$ cat config.mk
export PLATFORM = sky130hd
export DESIGN_NAME = fetch_stage
export DESIGN_NICKNAME = d
export VERILOG_FILES = /design/src/rtl/fetch_stage.sv
export SDC_FILE = /design/constraint.sdc
export NUM_CORES = 1
export LEC_CHECK = 0
export CAP_MARGIN = 30
export CORE_AREA = 2 2 107 109
export DETAILED_ROUTE_END_ITERATION = 8
export DIE_AREA = 0 0 109 111
export DONT_BUFFER_PORTS = 1
export PLACE_DENSITY_LB_ADDON = 0.12
export SETUP_SLACK_MARGIN = 0.2
export SYNTH_ARGS = -nofsm -noshare
export SYNTH_HDL_FRONTEND = slang
export SYNTH_SLANG_ARGS = --single-unit
export TNS_END_PERCENT = 1
$ cat constraint.sdc
create_clock -name clk -period 2.5 [get_ports clk]
set_input_delay 0.625 -clock clk [delete_from_list [all_inputs] [get_ports clk]]
set_output_delay 0.625 -clock clk [all_outputs]
set_load 0.01 [all_outputs]
$ cat src/rtl/fetch_stage.sv
//==============================================================================
// Module      : fetch_stage
// Description : Instruction-fetch stage. Drives the instruction-memory address
//               from the PC, captures returned words into the IF/ID register,
//               holds one response in a skid register while decode stalls, and
//               inserts two bubbles on every control-flow redirect.
//               Optional performance counters are enabled by defining the
//               macro FETCH_PERF_EN.
// Revision    : 1.0 - initial release
//==============================================================================
`default_nettype none

module fetch_stage #(
    parameter int               ISIZE    = 16,
    parameter int               ASIZE    = 16,
    parameter logic [ASIZE-1:0] RESET_PC = '0
) (
    input  logic             clk,
    input  logic             rst,          // asynchronous, active-low
    // instruction memory
    output logic [ASIZE-1:0] imem_addr,
    output logic             imem_req,
    input  logic [ISIZE-1:0] imem_rdata,
    input  logic             imem_ready,
    // pipeline control
    input  logic             stall,
    input  logic             redirect,
    input  logic [ASIZE-1:0] redirect_pc,
    // IF/ID register
    output logic [ISIZE-1:0] instr,
    output logic             instr_valid,
    output logic [ISIZE-1:0] last_instr,
    output logic [ASIZE-1:0] pc_plus1
`ifdef FETCH_PERF_EN
    ,
    output logic [15:0]      perf_fetched,
    output logic [15:0]      perf_stall
`endif
);

    // FSM encoding: WAIT requests, BUF holds a response, FLUSH is the
    // second bubble after a redirect.
    localparam logic [1:0] S_WAIT  = 2'd0;
    localparam logic [1:0] S_BUF   = 2'd1;
    localparam logic [1:0] S_FLUSH = 2'd2;

    localparam logic [ASIZE-1:0] PC_ONE = {{(ASIZE-1){1'b0}}, 1'b1};

    logic [1:0]       state_q,  state_d;
    logic [ASIZE-1:0] pc_q,     pc_d;
    logic [ISIZE-1:0] skid_q,   skid_d;
    logic [ISIZE-1:0] instr_q,  instr_d;
    logic [ISIZE-1:0] last_q,   last_d;
    logic             valid_q,  valid_d;
    logic [ASIZE-1:0] pcp1_q,   pcp1_d;

    logic [ASIZE-1:0] w_pc_inc;

    // PC increment wraps naturally at 2^ASIZE
    assign w_pc_inc = pc_q + PC_ONE;

    // State register
    always_ff @(posedge clk or negedge rst) begin
        if (!rst) begin
            state_q <= S_WAIT;
        end else begin
            state_q <= state_d;
        end
    end

    // Next-state logic; redirect overrides everything, including stall
    always_comb begin
        state_d = state_q;
        if (redirect) begin
            state_d = S_FLUSH;
        end else begin
            case (state_q)
                S_WAIT:  if (imem_ready && stall) state_d = S_BUF;
                S_BUF:   if (!stall)              state_d = S_WAIT;
                S_FLUSH:                          state_d = S_WAIT;
                default:                          state_d = S_WAIT;
            endcase
        end
    end

    // Output logic: a request is outstanding only while waiting for memory
    always_comb begin
        imem_req = (state_q == S_WAIT);
    end

    // Datapath next-state: PC, skid register and IF/ID register
    always_comb begin
        pc_d    = pc_q;
        skid_d  = skid_q;
        instr_d = instr_q;
        last_d  = last_q;
        valid_d = valid_q;
        pcp1_d  = pcp1_q;
        if (redirect) begin
            // Discard the skid contents and any same-cycle response; the
            // bubble has rd=0 so it can never match a forwarding source.
            pc_d    = redirect_pc;
            skid_d  = '0;
            last_d  = instr_q;
            instr_d = '0;
            valid_d = 1'b0;
        end else begin
            case (state_q)
                S_WAIT: begin
                    if (imem_ready) begin
                        pc_d = w_pc_inc;
                        if (stall) begin
                            // Decode is busy: park the word, IF/ID holds
                            skid_d = imem_rdata;
                        end else begin
                            last_d  = instr_q;
                            instr_d = imem_rdata;
                            valid_d = 1'b1;
                            pcp1_d  = w_pc_inc;
                        end
                    end else if (!stall) begin
                        last_d  = instr_q;
                        instr_d = '0;
                        valid_d = 1'b0;
                    end
                end
                S_BUF: begin
                    if (!stall) begin
                        // PC already points past the parked word, so it is
                        // the parked word's address plus one.
                        last_d  = instr_q;
                        instr_d = skid_q;
                        valid_d = 1'b1;
                        pcp1_d  = pc_q;
                    end
                end
                S_FLUSH: begin
                    last_d  = instr_q;
                    instr_d = '0;
                    valid_d = 1'b0;
                end
                default: begin
                    last_d  = instr_q;
                    instr_d = '0;
                    valid_d = 1'b0;
                end
            endcase
        end
    end

    // Datapath registers
    always_ff @(posedge clk or negedge rst) begin
        if (!rst) begin
            pc_q    <= RESET_PC;
            skid_q  <= '0;
            instr_q <= '0;
            last_q  <= '0;
            valid_q <= 1'b0;
            pcp1_q  <= RESET_PC;
        end else begin
            pc_q    <= pc_d;
            skid_q  <= skid_d;
            instr_q <= instr_d;
            last_q  <= last_d;
            valid_q <= valid_d;
            pcp1_q  <= pcp1_d;
        end
    end

    assign imem_addr   = pc_q;
    assign instr       = instr_q;
    assign instr_valid = valid_q;
    assign last_instr  = last_q;
    assign pc_plus1    = pcp1_q;

`ifdef FETCH_PERF_EN
    logic [15:0] perf_fetched_q;
    logic [15:0] perf_stall_q;
    logic        w_load;

    // An IF/ID load happens on a direct accept or on draining the skid register
    assign w_load = !redirect &&
                    (((state_q == S_WAIT) && imem_ready && !stall) ||
                     ((state_q == S_BUF)  && !stall));

    // Saturating event counters
    always_ff @(posedge clk or negedge rst) begin
        if (!rst) begin
            perf_fetched_q <= '0;
            perf_stall_q   <= '0;
        end else begin
            if (w_load && (perf_fetched_q != 16'hFFFF)) begin
                perf_fetched_q <= perf_fetched_q + 16'd1;
            end
            if (stall && (perf_stall_q != 16'hFFFF)) begin
                perf_stall_q <= perf_stall_q + 16'd1;
            end
        end
    end

    assign perf_fetched = perf_fetched_q;
    assign perf_stall   = perf_stall_q;
`endif

endmodule

`default_nettype wire

==> metrics.txt, run 1 <==
ys async rst share=1.000; TNS Setup=0 ns; die height=111 um; Post-synth top cells=dfrtp_1, nand2_1, nor2_1, a21oi_1, o21ai_0; final-report max-slew violation count=0; worst-case clock buffer depth=2; row count=39; Synth area leaders=dfrtp_1, nand2_1, mux2_2; initial core utilization=0.3398; Cell Area, Synth=3764 um^2; n_diodes=0; GPL Wtd Cong=0.8197; routed vias=2636; DRT Pass-1 Iters=5; Crit Path Category=flip-flop to flip-flop; Clk pin slew, worst setup/hold paths=0.06 ns; Total Wirelength=9651 um; Top FF cell, synth=dfrtp_1; Worst Path Required=2.76 ns; RSZ-0062 raised after global routing=no; Synth Register Bits=83; number of antenna-violating nets in the routed design=0; Placed Cells=504; Avg Cell Area, Syn=9.930 um^2; period utilisation layout=0.7737; layout cells sized above 1=0.1353; dpl cell area=3902 um^2; Total GRT Usage=0.1659; final hold violations=50; Yosys cell types=35; Seq/Total Area, Yosys=0.5519; PwrDens=780.8 nW/um^2; Crit. End Element=flip-flop; worst-margin pin slew=0.6114 ns; post-route cell area=4222 um^2; area leader, netlist=dfrtp_1; post-DP HPWL=6449 um; Setup Skew=0.006594 ns; failing checks=hold timing; Total Power=0.003296 W; maximum number of pins on one net before global-route repair=84; final std cells w/o fill=520; Vias/cell=5.069; core area=11080 um^2; total CTS buffers=9; Initial DRC Count=182; Routed wire per std cell=18.56 um; cell count after synthesis=379; R2R setup slack=0.57 ns; first-pass GRT wire length=15280 um; # port buffers=0; Max Cap Viol=0; GR Overflow Total=0; worst-path maximum fanout=8; Layout Area Growth over Synthesis=12.17%; Peak VDD IR=379.6 uV; CTS tree=done; Synth top area share=0.5519; CP arrival=2.19 ns; status=finished with violations; initial antenna violation count=0; Max-slew headroom=0.5914; Residual DRC=0; Synthesized Nets=417; Ys Warns=0; Clk Latency, worst-skew pair=0.34 ns; post_cts resized=0; crit start category=flip-flop; IO Count=103; worst r2r path cells=5; RR Startpoint=imem_addr[6]; H-tree Lvls=3; FF-to-FF End=pc_plus1[14]; final core utilization=0.3811; clock sinks=83; Hold WC Path Type=input port to asynchronous set/reset pin; Die Wd=109 um; total die area=12100 um^2; Root Buffer Master=clkbuf_16; Tmin final=1.934 ns; fin nets=410; number of global-route vias before repair=2642; Final setup violation count=0; Pleak=1.719 nW; top-count cell post-synth=dfrtp_1; post-CTS setup buffer count=0; WHS=-0.01432 ns; Post-synth EDFFs=0; Fmax achieved=517.0 MHz
[through the flow]
stage / hold WS [ns] / setup slack, ns
floorplan: 0.3294 / 0.6013
detailed placement: 0.3330 / 0.5371
global placement: 0.3318 / 0.5849
finish: -0.01432 / 0.5657
CTS: -0.03354 / 0.5684
global route: -0.03133 / 0.3933
[final cells by class]
cell class,count,area (um^2)
inverters,3,11.26
clock buffers,10,229.0
multi-input cells,267,1575
well taps,143,178.9
flip-flops and latches,83,2077
fillers,1083,6855
repair buffers,8,60.06
clock inverters,6,90.09
[power by group]
group | leakage, nW | internal (W) | switching, W | total, W
Clock | 0.153 | 0.000877 | 0.000549 | 0.00143
Combinational | 0.492 | 0.000114 | 0.000125 | 0.000239
Sequential | 1.07 | 0.00146 | 0.000175 | 0.00163
[cell families after synthesis]
family | count (synthesis) | synth area share
simple gates | 138 | 0.1699
flops | 83 | 0.5519
compound gates | 80 | 0.1180
xor+xnor | 30 | 0.06981
buf+inv | 29 | 0.03357
mux | 18 | 0.05352
fa+ha+maj | 1 | 0.003324
[worst max-delay path by stage]
stage / start / end / slack, ns / cells after the start
after global routing: state_q[1] / skid_q[15] / 0.39 / 4
after global placement: imem_ready / skid_q[1] / 0.58 / 4
after CTS: imem_addr[6] / pc_plus1[14] / 0.57 / 5
after floorplan: redirect / last_instr[0] / 0.60 / 4
after detailed placement: imem_ready / skid_q[2] / 0.54 / 4
final: imem_addr[6] / pc_plus1[14] / 0.57 / 5
[sequential cells by signal, summed over array words and instances (netlist names)]
register and cells:
last_instr 16, skid_q 16, instr_valid 1, pc_plus1 16
instr 16, imem_addr 16, state_q 2
[layout by cell type (no fill, tap or decap), drive strengths merged, types with 4 or more instances in the layout]
| master | Yosys | routed |
|---|---|---|
| a21oi | 31 | 31 |
| a22oi | 16 | 16 |
| buf | 9 | 8 |
| clkbuf | 17 | 10 |
| dfrtp | 83 | 83 |
| mux2 | 17 | 17 |
| nand2 | 73 | 73 |
| nand3 | 9 | 9 |
| nand4 | 6 | 6 |
| nor2 | 32 | 32 |
| nor4 | 4 | 4 |
| o21ai | 31 | 31 |
| xnor2 | 20 | 20 |
| xor2 | 10 | 10 |
[worst max-delay path, stage by stage (launching register included)]
cell	delay, ns
dfrtp_1	0.54
nand4_2	0.30
nor4_1	0.51
nand3_1	0.19
xor2_1	0.17
a21oi_1	0.14
[metal layers]
metal	track usage	wire, um	vias to the layer above
li1	-	-	1267
met1	0.2432	4585	1279
met2	0.2277	4186	77
met3	0.04821	720	13
met4	0.06581	159	0
met5	0	0	-
(Power assumes the default switching activity.)
==> run 2: changes to the inputs <==
- clock period: 2.5 -> 1.58 ns (I/O delays scaled with it)
==> run 2 against run 1 <==
Worst hold slack lost 0.23 ns. Sequential share of layout area shrank 6.1 points. First-iteration DRC count shrank 47%. Critical path depth grew 1. Clock power grew 47%. Highest routed layer unchanged. Sequential cell count is the same. The flow still finishes with violations (hold timing). Cell count grew 6.5%. Via count grew 6.2%. Combinational power grew 150%. Clock skew is essentially flat.
==> metrics.txt, run 2 (synthesized netlist as in run 1, its figures left out) <==
row count=39 (unchanged); Initial DRC Count=96 (was 182); failing checks=hold timing (unchanged); most common cell after layout, fill and taps aside=dfrtp_1 (unchanged); most frequent cells in the layout=dfrtp_1, nand2_1, buf_4 (was dfrtp_1, nand2_1, nor2_1); routed vias=2800 (was 2636); die height=111 um (unchanged); maximum number of pins on one net before global-route repair=84 (unchanged); DRT Pass-1 Iters=4 (was 5); worst-path maximum fanout=6 (was 8); post-route cell area=4832 um^2 (was 4222 um^2); Reg power frac=0.483 (was 0.495); Peak VDD IR=625.2 uV (was 379.6 uV); Sw Ratio=0.2681 (was 0.2576); P_sw=0.001396 W (was 0.0008489 W); Residual DRC=0 (unchanged); area of the multi-input gates=1847 um^2 (was 1575 um^2); worst-margin pin slew=0.3142 ns (was 0.6114 ns); WHS=-0.2480 ns (was -0.01432 ns); R2R setup slack=0.05 ns (was 0.57 ns); RSZ-0062 raised after global routing=yes (was no); Clk Latency, worst-skew pair=0.34 ns (about the same); CP arrival=1.74 ns (was 2.19 ns); crit start category=flip-flop (unchanged); Max Cap Viol=0 (unchanged); dpl cell area=4197 um^2 (was 3902 um^2); Total Wirelength=9365 um (was 9651 um); Pleak=2.055 nW (was 1.719 nW); Layout Area Growth over Synthesis=28.39% (was 12.17%); combinational share of power=0.115 (was 0.072); post-DP HPWL=6289 um (was 6449 um); period utilisation layout=0.9653 (was 0.7737); Final setup violation count=0 (unchanged); total CTS buffers=9 (unchanged); RR Startpoint=state_q[0] (was imem_addr[6]); Setup Skew=0.006695 ns (was 0.006594 ns); fin nets=444 (was 410); GR Overflow Total=0 (unchanged); Layout fillers=1106 (was 1083); status=finished with violations (unchanged); Hold WC Path Type=input port to asynchronous set/reset pin (unchanged); Root Buffer Master=clkbuf_16 (unchanged); Power Internal=0.003812 W (was 0.002447 W); total die area=12100 um^2 (unchanged); Crit. End Element=flip-flop (unchanged); IO Count=103 (unchanged); CTS tree=done (unchanged); initial antenna violation count=0 (unchanged); final std cells w/o fill=554 (was 520); Total Power=0.005208 W (was 0.003296 W); core area=11080 um^2 (unchanged); beginning of the critical path=state_q[0] (was imem_addr[6]); # port buffers=0 (unchanged); Fmax achieved=655.6 MHz (was 517.0 MHz); Placed Cells=530 (was 504); Clk pin slew, worst setup/hold paths=0.06 ns (about the same); Routed wire per std cell=16.90 um (was 18.56 um); worst-case clock buffer depth=2 (unchanged); n_diodes=0 (unchanged); TNS Setup=0 ns (unchanged); layout cells sized above 1=0.3187 (was 0.1353); Vias/cell=5.054 (was 5.069); final hold violations=83 (was 50); Die Wd=109 um (unchanged); final-report max-slew violation count=0 (unchanged); Total GRT Usage=0.1651 (was 0.1659); Crit Path Category=flip-flop to flip-flop (unchanged); sequential cell area=2081 um^2 (was 2077 um^2); number of antenna-violating nets in the routed design=0 (unchanged); Worst Path Required=1.80 ns (was 2.76 ns); initial core utilization=0.3398 (unchanged); Max-slew headroom=0.7890 (was 0.5914); Tmin final=1.525 ns (was 1.934 ns); number of global-route vias before repair=2895 (was 2642); H-tree Lvls=3 (unchanged); clock sinks=83 (unchanged); first-pass GRT wire length=15350 um (was 15280 um); GPL Wtd Cong=0.6949 (was 0.8197); clock share of power=0.403 (was 0.433); PwrDens=1078 nW/um^2 (was 780.8 nW/um^2)
## run 2: critical path, cell delays in order, from the launching register on
cell,delay [ns]
dfrtp_1,0.42
nor3b_4,0.26
buf_6,0.15
nand4_4,0.17
nor3_2,0.19
xnor2_1,0.13
o21ai_0,0.09
## run 2: final cells by class
class / count / area share
Multi-Input combinational cell: 267 / 0.3822
Sequential cell: 83 / 0.4306
Timing Repair Buffer: 42 / 0.08752
Inverter: 3 / 0.002330
Tap cell: 143 / 0.03703
Clock buffer: 9 / 0.04661
Clock inverter: 7 / 0.01372
## run 2: routing by layer
layer | part of all wire | vias to the layer above | global-route usage
li1 | - | 1336 | -
met1 | 0.45 | 1376 | 0.2231
met2 | 0.47 | 82 | 0.2505
met3 | 0.069 | 6 | 0.05644
met4 | 0.0093 | 0 | 0.04615
met5 | 0 | - | 0
## run 2: per-stage QoR
stage                       util  setup WS (ns)
after floorplan                -        0.09044
after global placement    0.3789       -0.07773
after detailed placement  0.3789       -0.06663
after CTS                 0.4197        0.07124
after global routing      0.4362       -0.04651
final                     0.4362        0.05478
## run 2: path summary, 6_finish.rpt
kind	to	cells past startpoint
worst max-delay path	imem_addr[11]	6
max in group asynchronous	skid_q[9]	0
worst min-delay path	last_instr[2]	0
min in group clk	state_q[1]	0
worst max register to register	imem_addr[11]	6
worst min register to register	skid_q[7]	2
## run 2: power groups by stage
stage / logic, W / registers (W) / clock network (W)
3_3_place_gp: 0.000531 / 0.00255 / 0
5_1_grt: 0.000672 / 0.00254 / 0.00227
4_1_cts: 0.000578 / 0.00252 / 0.00215
3_5_place_dp: 0.000537 / 0.00256 / 0
6_report: 0.000597 / 0.00251 / 0.00210
2_1_floorplan: 0.000370 / 0.00255 / 0
## run 2: timing repair
action / in CTS / in global routing
cloned: 2 / 0
endpoints found under the hold margin: 83 / 83
gates resized for setup: 16 / 58
setup buffers: 6 / 0
setup endpoints to repair: 78 / 82
pin swaps: 4 / 34
